<file path="src/rtl/multiword_add_sequencer.sv">
// rtl/multiword_add_sequencer.sv - word-serial wide add/sub sequencer around an external 32-bit adder
// Optional subtract mode is enabled by defining ADDSEQ_SUBTRACT_EN.
module multiword_add_sequencer #(
    parameter int NWORDS = 4,
    parameter int CNT_W  = $clog2(NWORDS) + 1
) (
    input  logic             clk,
    input  logic             rst,
    input  logic             start,
    input  logic             Cin,
`ifdef ADDSEQ_SUBTRACT_EN
    input  logic             sub,
`endif
    input  logic             in_valid,
    output logic             in_ready,
    input  logic [31:0]      in_A,
    input  logic [31:0]      in_B,
    input  logic             in_last,
    output logic [31:0]      add_A,
    output logic [31:0]      add_B,
    output logic             add_Cin,
    input  logic [31:0]      add_S,
    input  logic             add_Cout,
    output logic             out_valid,
    input  logic             out_ready,
    output logic [31:0]      out_S,
    output logic             out_last,
    output logic             out_Cout,
    output logic [CNT_W-1:0] word_cnt,
    output logic             done
);

    typedef enum logic [1:0] {IDLE, RUN, DRAIN} state_t;

    state_t state, state_nxt;
    logic   carry_q;
    logic   accept;
    logic   out_hs;
    logic   last_word;

    assign out_hs    = out_valid && out_ready;
    assign accept    = in_valid && in_ready;
    // Operation ends on in_last or when the word budget is exhausted.
    assign last_word = in_last || (word_cnt == CNT_W'(NWORDS - 1));

    assign add_A   = in_A;
    assign add_Cin = carry_q;

`ifdef ADDSEQ_SUBTRACT_EN
    logic sub_q;
    assign add_B = sub_q ? ~in_B : in_B;
`else
    assign add_B = in_B;
`endif

    always_ff @(posedge clk or posedge rst) begin
        if (rst) begin
            state <= IDLE;
        end else begin
            state <= state_nxt;
        end
    end

    always_comb begin
        state_nxt = state;
        in_ready  = 1'b0;
        case (state)
            IDLE: begin
                if (start) begin
                    state_nxt = RUN;
                end
            end
            RUN: begin
                in_ready = !out_valid || out_ready;
                if (in_valid && (!out_valid || out_ready) && last_word) begin
                    state_nxt = DRAIN;
                end
            end
            DRAIN: begin
                if (out_hs) begin
                    state_nxt = IDLE;
                end
            end
            default: state_nxt = IDLE;
        endcase
    end

    always_ff @(posedge clk or posedge rst) begin
        if (rst) begin
            carry_q   <= 1'b0;
            word_cnt  <= '0;
            out_valid <= 1'b0;
            out_S     <= '0;
            out_last  <= 1'b0;
            out_Cout  <= 1'b0;
            done      <= 1'b0;
`ifdef ADDSEQ_SUBTRACT_EN
            sub_q     <= 1'b0;
`endif
        end else begin
            done <= 1'b0;
            if (state == IDLE && start) begin
                word_cnt <= '0;
`ifdef ADDSEQ_SUBTRACT_EN
                sub_q    <= sub;
                carry_q  <= sub ? 1'b1 : Cin;
`else
                carry_q  <= Cin;
`endif
            end
            // A same-cycle accept reloads the register so out_valid never dips.
            if (accept) begin
                out_S     <= add_S;
                out_Cout  <= add_Cout;
                out_last  <= last_word;
                out_valid <= 1'b1;
                carry_q   <= add_Cout;
                word_cnt  <= word_cnt + CNT_W'(1);
            end else if (out_hs) begin
                out_valid <= 1'b0;
            end
            if (state == DRAIN && out_hs) begin
                done <= 1'b1;
            end
        end
    end

endmodule

</file>
<file path="config.mk">
export PLATFORM = sky130hd
export DESIGN_NAME = multiword_add_sequencer
export DESIGN_NICKNAME = d
export VERILOG_FILES = /design/src/rtl/multiword_add_sequencer.sv
export SDC_FILE = /design/constraint.sdc
export NUM_CORES = 1
export LEC_CHECK = 0
export BUFFER_PORTS_ARGS = -buffer_cell sky130_fd_sc_hd__buf_4
export CAP_MARGIN = 20
export CORE_MARGIN = 4
export CORE_UTILIZATION = 40
export CTS_CLUSTER_SIZE = 28
export DETAILED_ROUTE_END_ITERATION = 8
export HOLD_SLACK_MARGIN = 0.12
export PLACE_DENSITY = 0.87
export SYNTH_ARGS = -nofsm -noshare
export SYNTH_HDL_FRONTEND = slang
export SYNTH_SLANG_ARGS = --single-unit
</file>
<file path="constraint.sdc">
create_clock -name clk -period 2.55 [get_ports clk]
set_input_delay 0.51 -clock clk [delete_from_list [all_inputs] [get_ports clk]]
set_output_delay 0.51 -clock clk [all_outputs]
set_load 0.02 [all_outputs]
</file>
==> results of run 1 <==
==> registers in the layout (all words and copies together), names as in the netlist <==
register   flops
add_Cin        1
done           1
out_Cout       1
out_S         32
out_last       1
out_valid      1
state          2
word_cnt       3
==> power by group <==
part / total, W / internal (W) / switching, W
clock: 0.000645 / 0.000418 / 0.000228
sequential: 0.00120 / 0.000996 / 0.000200
combinational: 0.00165 / 0.000865 / 0.000788
==> cells in the final DEF (no fill, tap or decap), types with 2 or more instances in the layout <==
cell type,Yosys,routed
dfrtp_1,42,42
mux2_4,15,15
o21ai_0,3,3
nand2_1,4,4
bufinv_16,0,2
o22ai_1,3,3
buf_4,64,83
clkbuf_8,0,6
mux2i_1,2,2
nand2b_1,2,2
ha_1,2,2
mux2_2,20,20
nor2_1,2,2
inv_1,5,4
==> per-layer routing <==
layer	part of all wire	track usage	routed length, µm
met1	0.35	0.116	1440
met2	0.51	0.213	2090
met3	0.11	0.0597	456
met4	0.035	0.0698	146
met5	0	0	0
==> kinds of logic after synthesis <==
family | Yosys count
buffers and inverters | 73
flip-flops | 42
multiplexers | 37
AND/OR/NAND/NOR | 14
AO/OA/AOI/OAI | 7
adder cells (fa/ha/maj) | 2
==> through the flow <==
step / instance area [µm²] / util / power (W) / std cells / setup slack, ns
after floorplan: 2200 / - / 0.00236 / 175 / 1.01
after global placement: 2390 / 0.460 / 0.00284 / 260 / 0.744
after detailed placement: 2390 / 0.460 / 0.00289 / 260 / 0.716
after CTS: 2530 / 0.487 / 0.00355 / 268 / 0.792
after global routing: 2530 / 0.487 / 0.00371 / 268 / 0.725
final: 2530 / 0.487 / 0.00349 / 268 / 0.801
==> area by class of cell <==
class,count,area share
multi-input cells,60,0.241
well taps,70,0.0346
repair buffers,83,0.246
flip-flops and latches,42,0.415
inverters,5,0.00740
clock buffers,6,0.0326
clock inverters,2,0.0237
==> worst reg2reg max path: stages (launching register included) <==
cell and delay, ns:
dfrtp_1 0.43, and2b_1 0.22, nand3_2 0.09, buf_4 0.33, mux2_2 0.39
==> final timing paths <==
kind	startpoint	endpoint	depth (start not counted)	slack, ns
max	state[1]	in_ready	4	0.80
min	rst	out_S[11]	3	0.33
max reg2reg	state[1]	out_S[14]	4	0.97
min reg2reg	out_S[9]	out_S[9]	1	0.51
max in group asynchronous	rst	out_S[16]	3	1.86
min in group clk	add_S[26]	out_S[26]	2	0.45
==> results.yml, run 1 <==
sta:
  slew-limit-headroom: 0.652
  setup_tns_ns: 0
  grt_setup_unrepaired: "false"
  hold_viol: 0
  clock_skew_ns: 0.00580
  holdWs_ns: 0.333
  timing.final.crit_period_ns: 1.75
  clock.fmax_mhz: 572
  slew_viol_final: 0
  setup_viol: 0
  worst_slew_pin_slew_ns: 0.522
  fin_crit_sh: 0.686
synthesis:
  ys_types: 21
  synth_nets: 281
  synth-compound-area-share: 0.0176
  synth_cells: 175
  ys_seq_area_frac: 0.478
  synth_top_area_share: 0.478
  synth_top_family_by_area: "buffers and inverters"
  yosys-top-cells-count: "buf_4, dfrtp_1, mux2_2"
  ys_async_sr_fraction: 1.00
  yosys_warnings: 0
  synth-simple-area-share: 0.0352
  syn_area_per_cell_um2: 12.6
  yosysTopAreaCell: "dfrtp_1"
  synthMuxAreaShare: 0.214
  synthTopCellsByArea: "dfrtp_1, buf_4, mux2_2"
  synth_xor_area_frac: 0
  synth_fa_ha_area_frac: 0.0114
  yosysMostFrequentCell: "buf_4"
  syn-cell-area_um2: 2200
  ys.flop_type: "dfrtp_1"
  ys_ff_latch: 42
  synth-edff-count: 0
routing:
  routed_wl_um: 4130
  detail-route-antenna-nets: 0
  drtPass1Iterations: 3
  drt-initial-drc-count: 19
  vias: 1261
  drc: 0
  post_drt_wl_per_cell_um: 15.4
  vias_per_cell: 4.71
place:
  io_buffers: 80
  hpwlAfterDp_um: 3150
  gp_congestion: 0.672
critical_path:
  cp-end-kind: "primary output"
  cp_slowest_cell: "dfrtp_1"
  critPathLaunchType: "flop"
  max_stage_delay_ns: 0.43
  crit_path_cell_trace: "and2b_1, nand2_1, inv_1, buf_4"
  crit_family: "flip-flops"
  path_class: "flop to primary output"
  crit_buf_inv: 2
  worstPathRequired_ns: 2.04
  arrival_ns: 1.24
  cp_max_fo: 5
grt:
  grt_pass1_wl_um: 6180
  grt_start_max_net_pins: 43
  overflow: 0
  grt_pass1_vias: 1315
  grt_usage: 0.122
  antenna_found_initial: 0
finish:
  drive_gt1_frac: 0.641
  syn2layout_area_growth_pct: 15.2
  ff_latch_area_um2: 1050
  nFillCells: 473
  nets: 303
  multi_input_area_um2: 612
  diodes: 0
clock_tree:
  clk_pin_slew_worst_paths_ns: 0.08
  cts_made_buffers: 5
  hold_buffers: 0
  cts_buffer_depth: 2
  cts_root_buf: "clkbuf_8"
  clk_latency_ns: 0.29
  cts_sinks: 42
  cts_tree: "done"
  htreeDepth: 2
  post_cts_resize_count: 0
  postCtsSetupBuffers: 0
floorplanning:
  core_um2: 5200
  fp.dieW_um: 82.2
  rows: 26
  die_height_um: 82.2
  die-area_um2: 6750
  io_pins: 209
  initial_core_util: 0.423
power:
  pwr_density_cell_nw_per_um2: 1380
  p_leak_nw: 1.29
  ir_worst_vdd_v: 0.000477
worst_hold_path:
  min_path_type: "input port to asynchronous set/reset pin"
run:
  maxCapViolations: 0
status:
  status: "complete, no violations"
No activity file was read; power rests on OpenSTA's default activity.
==> run 2, diff against run 1 <==
Settings changed: ABC_AREA from default to 1, CORE_UTILIZATION 40 to 36, PLACE_DENSITY 0.87 to 0.8.
Clock period 2.55 ns to 1.8 ns, I/O delays scaled along.
==> run 2 against run 1 <==
Sequential share of layout area increased by 1.3 points. Worst hold slack got worse by 0.076 ns. Die area increased by 8.5%. Clock power decreased by 3%. Power increased by 27%. Critical path type unchanged. Register-to-register slack got worse by 0.58 ns. Synthesized cell count increased by 42%. Worst setup slack got worse by 0.49 ns. Largest power group unchanged. Non-clock buffer count increased by 1. Routed wire length increased by 12%. Design area decreased by 3.1%.
==> results.yml, run 2 <==
clock_tree:
  cts_root_buf: "clkbuf_8"
  cts_buffer_depth: 2
  htreeDepth: 2
  cts_made_buffers: 5
  clk_pin_slew_worst_paths_ns: 0.08
  cts_tree: "done"
  post_cts_resize_count: 0
  cts_sinks: 42
  clk_latency_ns: 0.29
power:
  comb_power_share: 0.489
  pwr_density_cell_nw_per_um2: 1810
  p_leak_nw: 1.39
  ir_worst_vdd_v: 0.000751
  total_power_w: 0.00445
  sw_frac_of_total: 0.421
  seqPwrFrac: 0.370
  p_switching_w: 0.00187
  internal-power_w: 0.00258
  p_clk_frac: 0.141
sta:
  holdWs_ns: 0.257
  fin_crit_sh: 0.830
  hold_viol: 0
  slew-limit-headroom: 0.695
  setup_tns_ns: 0
  timing.final.crit_period_ns: 1.49
  clock_skew_ns: 0.00653
  worst_slew_pin_slew_ns: 0.456
  setup_viol: 0
  slew_viol_final: 0
  clock.fmax_mhz: 669
  grt_setup_unrepaired: "false"
synthesis:
  synthTopCellsByArea: "dfrtp_1, buf_4, nand2_1"
  synth_nets: 355
  ys.flop_type: "dfrtp_1"
  ys_seq_area_frac: 0.485
  synth_top_family_by_area: "buffers and inverters"
  synthMuxAreaShare: 0
  ys_types: 20
  synth-simple-area-share: 0.225
  syn_area_per_cell_um2: 8.70
  yosys-top-cells-count: "nand2_1, buf_4, dfrtp_1"
  synth_cells: 249
  yosysMostFrequentCell: "nand2_1"
  ys_ff_latch: 42
  synth-edff-count: 0
  syn-cell-area_um2: 2170
  ys_async_sr_fraction: 1.00
  synth_fa_ha_area_frac: 0.0115
  synth_top_area_share: 0.485
  yosys_warnings: 0
  synth-compound-area-share: 0.0144
  yosysTopAreaCell: "dfrtp_1"
  synth_xor_area_frac: 0
routing:
  routed_wl_um: 4600
  post_drt_wl_per_cell_um: 13.5
  drtPass1Iterations: 4
  drc: 0
  vias: 1566
  vias_per_cell: 4.58
  drt-initial-drc-count: 41
  detail-route-antenna-nets: 0
status:
  status: "complete, no violations"
run:
  maxCapViolations: 0
grt:
  grt_usage: 0.133
  antenna_found_initial: 0
  grt_pass1_wl_um: 7870
  overflow: 0
  grt_start_max_net_pins: 36
  grt_pass1_vias: 1619
critical_path:
  arrival_ns: 1.13
  critPathLaunchType: "flop"
  cp_max_fo: 4
  worstPathRequired_ns: 1.44
  reg2reg_from: "state[1]"
  ff2ff_setup_slack_ns: 0.39
  cp-end-kind: "primary output"
  startpoint: "state[1]"
  r2r_cells: 5
  rr_endpoint: "out_last"
  path_class: "flop to primary output"
  crit_end: "in_ready"
place:
  placed_cell_area_um2: 2350
  io_buffers: 80
  gp_congestion: 0.777
  hpwlAfterDp_um: 3460
floorplanning:
  initial_core_util: 0.382
  io_pins: 209
  core_um2: 5680
  rows: 27
  die_height_um: 85.6
  die-area_um2: 7320
  fp.dieW_um: 85.6
finish:
  layout_common_cells: "nand2_1, buf_4, dfrtp_1, clkbuf_8, inv_1"
  largest_reg_flops: 32
  multi_input_area_um2: 543
  stdcell_area_um2: 2460
  nets: 375
  drive_gt1_frac: 0.359
  syn2layout_area_growth_pct: 13.4
  top_regs: "out_S: 32 flops, word_cnt: 3 flops, state: 2 flops"
  nFillCells: 581
  final_common_cell: "nand2_1"
  diodes: 0
  top_register: "out_S"
  ff_latch_area_um2: 1050
worst_hold_path:
  min_path_type: "input port to flop"
-- run 2: cell families after synthesis --
logic type | Yosys count
fa+ha+maj | 2
buf+inv | 79
flops | 42
simple gates | 121
compound gates | 5
-- run 2: final cells by class --
| type | count | area share |
|---|---|---|
| clock buffer | 6 | 0.0336 |
| clock inverter | 2 | 0.00509 |
| inverter | 8 | 0.0132 |
| multi-input combinational | 128 | 0.221 |
| sequential | 42 | 0.428 |
| tap | 72 | 0.0367 |
| timing repair buffer | 84 | 0.263 |
-- run 2: power by group through the flow --
stage               Combinational (W)  Sequential [W]  Clock (W)
floorplan                     0.00102         0.00214          0
global placement              0.00215         0.00166          0
detailed placement            0.00221         0.00166          0
CTS                           0.00222         0.00166   0.000656
global route                  0.00239         0.00172   0.000698
finish                        0.00218         0.00165   0.000627
-- run 2: how the worst min path moves through the flow --
| stage | from | to | slack [ns] | cells past startpoint |
|---|---|---|---|---|
| detailed placement | rst | out_S[14] | 0.42 | 2 |
| CTS | add_S[10] | out_S[10] | 0.25 | 3 |
| floorplan | state[0] | done | 0.43 | 1 |
| global route | add_S[16] | out_S[16] | 0.24 | 3 |
| finish | add_S[8] | out_S[8] | 0.26 | 3 |
| global placement | rst | out_S[15] | 0.39 | 2 |
-- run 2: worst max-delay path, stage by stage (launching register included) --
cell and delay (ns):
dfrtp_1 0.42, nor2_4 0.18, nand2_1 0.07, inv_1 0.05
buf_4 0.13
-- run 2: what timing repair did --
action                    CTS  global route
hold endpoints to repair   19             0
hold buffers                1             0
setup buffers               0             0
-- run 2: metrics by stage --
| stage | util | cells | worst slack, ns |
|---|---|---|---|
| floorplan | - | 249 | 0.466 |
| global placement | 0.414 | 333 | 0.422 |
| detailed placement | 0.414 | 333 | 0.360 |
| CTS | 0.433 | 342 | 0.289 |
| global route | 0.433 | 342 | 0.246 |
| finish | 0.433 | 342 | 0.306 |
-- run 2: metal layers --
metal / up-vias / track usage / wire length, µm
met5: - / 0 / 0
met2: 75 / 0.212 / 2120
met3: 39 / 0.0567 / 520
met1: 722 / 0.149 / 1740
li1: 730 / - / -
met4: 0 / 0.0777 / 223
==> run 3, diff against run 2 <==
Clock period 1.8 ns to 1.4 ns, I/O delays scaled along.
==> run 3 against run 2 <==
Register-to-register slack worse by 0.21 ns. Non-clock buffer count is 1 higher. First-iteration DRC count is 7.3% higher. Sequential power rose by 28%. Largest power group unchanged. Clock-buffer cell count decreased by 1. Combinational power up 32%. Die area did not move. Critical path depth stayed put. Flip-flop and latch count did not move.
==> results.yml, run 3 (synthesized netlist as in run 2, its figures left out) <==
finish:
  nFillCells: 567
  final_common_cell: "nand2_1"
  largest_reg_flops: 32
  nets: 376
  top_regs: "out_S: 32 flops, word_cnt: 3 flops, state: 2 flops"
  top_register: "out_S"
  drive_gt1_frac: 0.362
  stdcell_area_um2: 2500
  syn2layout_area_growth_pct: 15.2
  multi_input_area_um2: 543
  layout_common_cells: "nand2_1, buf_4, dfrtp_1, inv_1, clkbuf_8"
  layout.cells.non_filler: 343
  diodes: 0
  ff_latch_area_um2: 1050
critical_path:
  worstPathRequired_ns: 1.12
  cp_max_fo: 3
  path_class: "flop to primary output"
  r2r_cells: 6
  critPathLaunchType: "flop"
  cp-end-kind: "primary output"
  arrival_ns: 1.09
routing:
  drc: 0
  post_drt_wl_per_cell_um: 13.0
  vias: 1560
  detail-route-antenna-nets: 0
  routed_wl_um: 4460
  drtPass1Iterations: 4
  drt-initial-drc-count: 44
  vias_per_cell: 4.55
sta:
  clock.fmax_mhz: 730
  worst_slew_pin_slew_ns: 0.250
  hold_viol: 0
  timing.final.crit_period_ns: 1.37
  slew_viol_final: 0
  grt_setup_unrepaired: "true"
  slew-limit-headroom: 0.833
  fin_crit_sh: 0.979
  holdWs_ns: 0.183
  setup_viol: 0
  clock_skew_ns: 0.00545
floorplanning:
  rows: 27
  fp.dieW_um: 85.6
  core_um2: 5680
  io_pins: 209
  die-area_um2: 7320
  initial_core_util: 0.382
  die_height_um: 85.6
power:
  total_power_w: 0.00591
  p_leak_nw: 1.42
  pwr_density_cell_nw_per_um2: 2370
  ir_worst_vdd_v: 0.000886
grt:
  grt_pass1_wl_um: 7460
  grt_start_max_net_pins: 43
  antenna_found_initial: 0
  overflow: 0
  grt_usage: 0.126
  grt_pass1_vias: 1649
place:
  placed_cell_area_um2: 2360
  hpwlAfterDp_um: 3270
  dpl.cell_count: 332
  io_buffers: 80
  gp_congestion: 0.759
worst_hold_path:
  min_path_type: "input port to flop"
  whs_path_depth: 3
clock_tree:
  cts_tree: "done"
  cts_buffer_depth: 2
  cts_root_buf: "clkbuf_8"
  clk_latency_ns: 0.28
  clk_pin_slew_worst_paths_ns: 0.08
  htreeDepth: 2
  cts_made_buffers: 5
  cts_sinks: 42
run:
  maxCapViolations: 0
status:
  status: "complete, no violations"
## run 3: cell types whose count changed in the layout (fill, tap and decap cells not counted)
cell        change
inv_4           -1
clkinv_2        +1
bufinv_16       +1
clkbuf_8        -1
buf_4           -1
buf_12          +1
clkinvlp_4      -1
inv_6           +1
buf_6           +1
## run 3: worst paths after layout
check / start / to / slack [ns]
hold / removal: add_S[21] / out_S[21] / 0.18
setup reg to reg: out_valid / add_Cin / 0.18
min in group asynchronous: rst / out_S[17] / 0.57
setup / recovery: state[1] / in_ready / 0.03
hold reg to reg: state[0] / done / 0.46
max in group asynchronous: rst / out_S[30] / 0.63
## run 3: worst max-delay path: stages (launching register included)
cell and delay (ns):
dfrtp_1 0.41, nor2_4 0.16, nand2_1 0.06, inv_1 0.06, buf_6 0.11
## run 3: metal layers
metal  GRT usage  share of wire
met5           0              0
met4      0.0863          0.052
met3      0.0471           0.10
met2       0.203           0.47
met1       0.138           0.38
## run 3: final cells by class
type                       count  area share
sequential                    42       0.421
timing repair buffer          85       0.268
multi-input combinational    128       0.217
tap                           72      0.0361
clock buffer                   5      0.0276
clock inverter                 3      0.0160
inverter                       8      0.0140
## run 3: where the power goes
part           total, W  internal (W)  leakage (nW)  switching, W
Sequential      0.00212       0.00178         0.526      0.000339
Clock          0.000910      0.000524        0.0579      0.000385
Combinational   0.00288       0.00120         0.833       0.00168
## run 3: per-stage QoR
stage / setup WS, ns / util / TNS [ns]
finish: 0.0299 / 0.440 / 0
CTS: -0.00359 / 0.438 / -0.00359
global placement: 0.119 / 0.415 / 0
global route: -0.0629 / 0.440 / -0.0629
detailed placement: 0.0709 / 0.415 / 0
floorplan: 0.146 / - / 0
## run 3: timing repair
action / 4_1_cts / 5_1_grt
resized for setup: 1 / 1
endpoints found under the hold margin: 42 / 0
gates cloned: 0 / 0
pin swaps: 1 / 1
setup buffers: 1 / 1
setup endpoints to repair: 1 / 3
hold buffers: 1 / 0
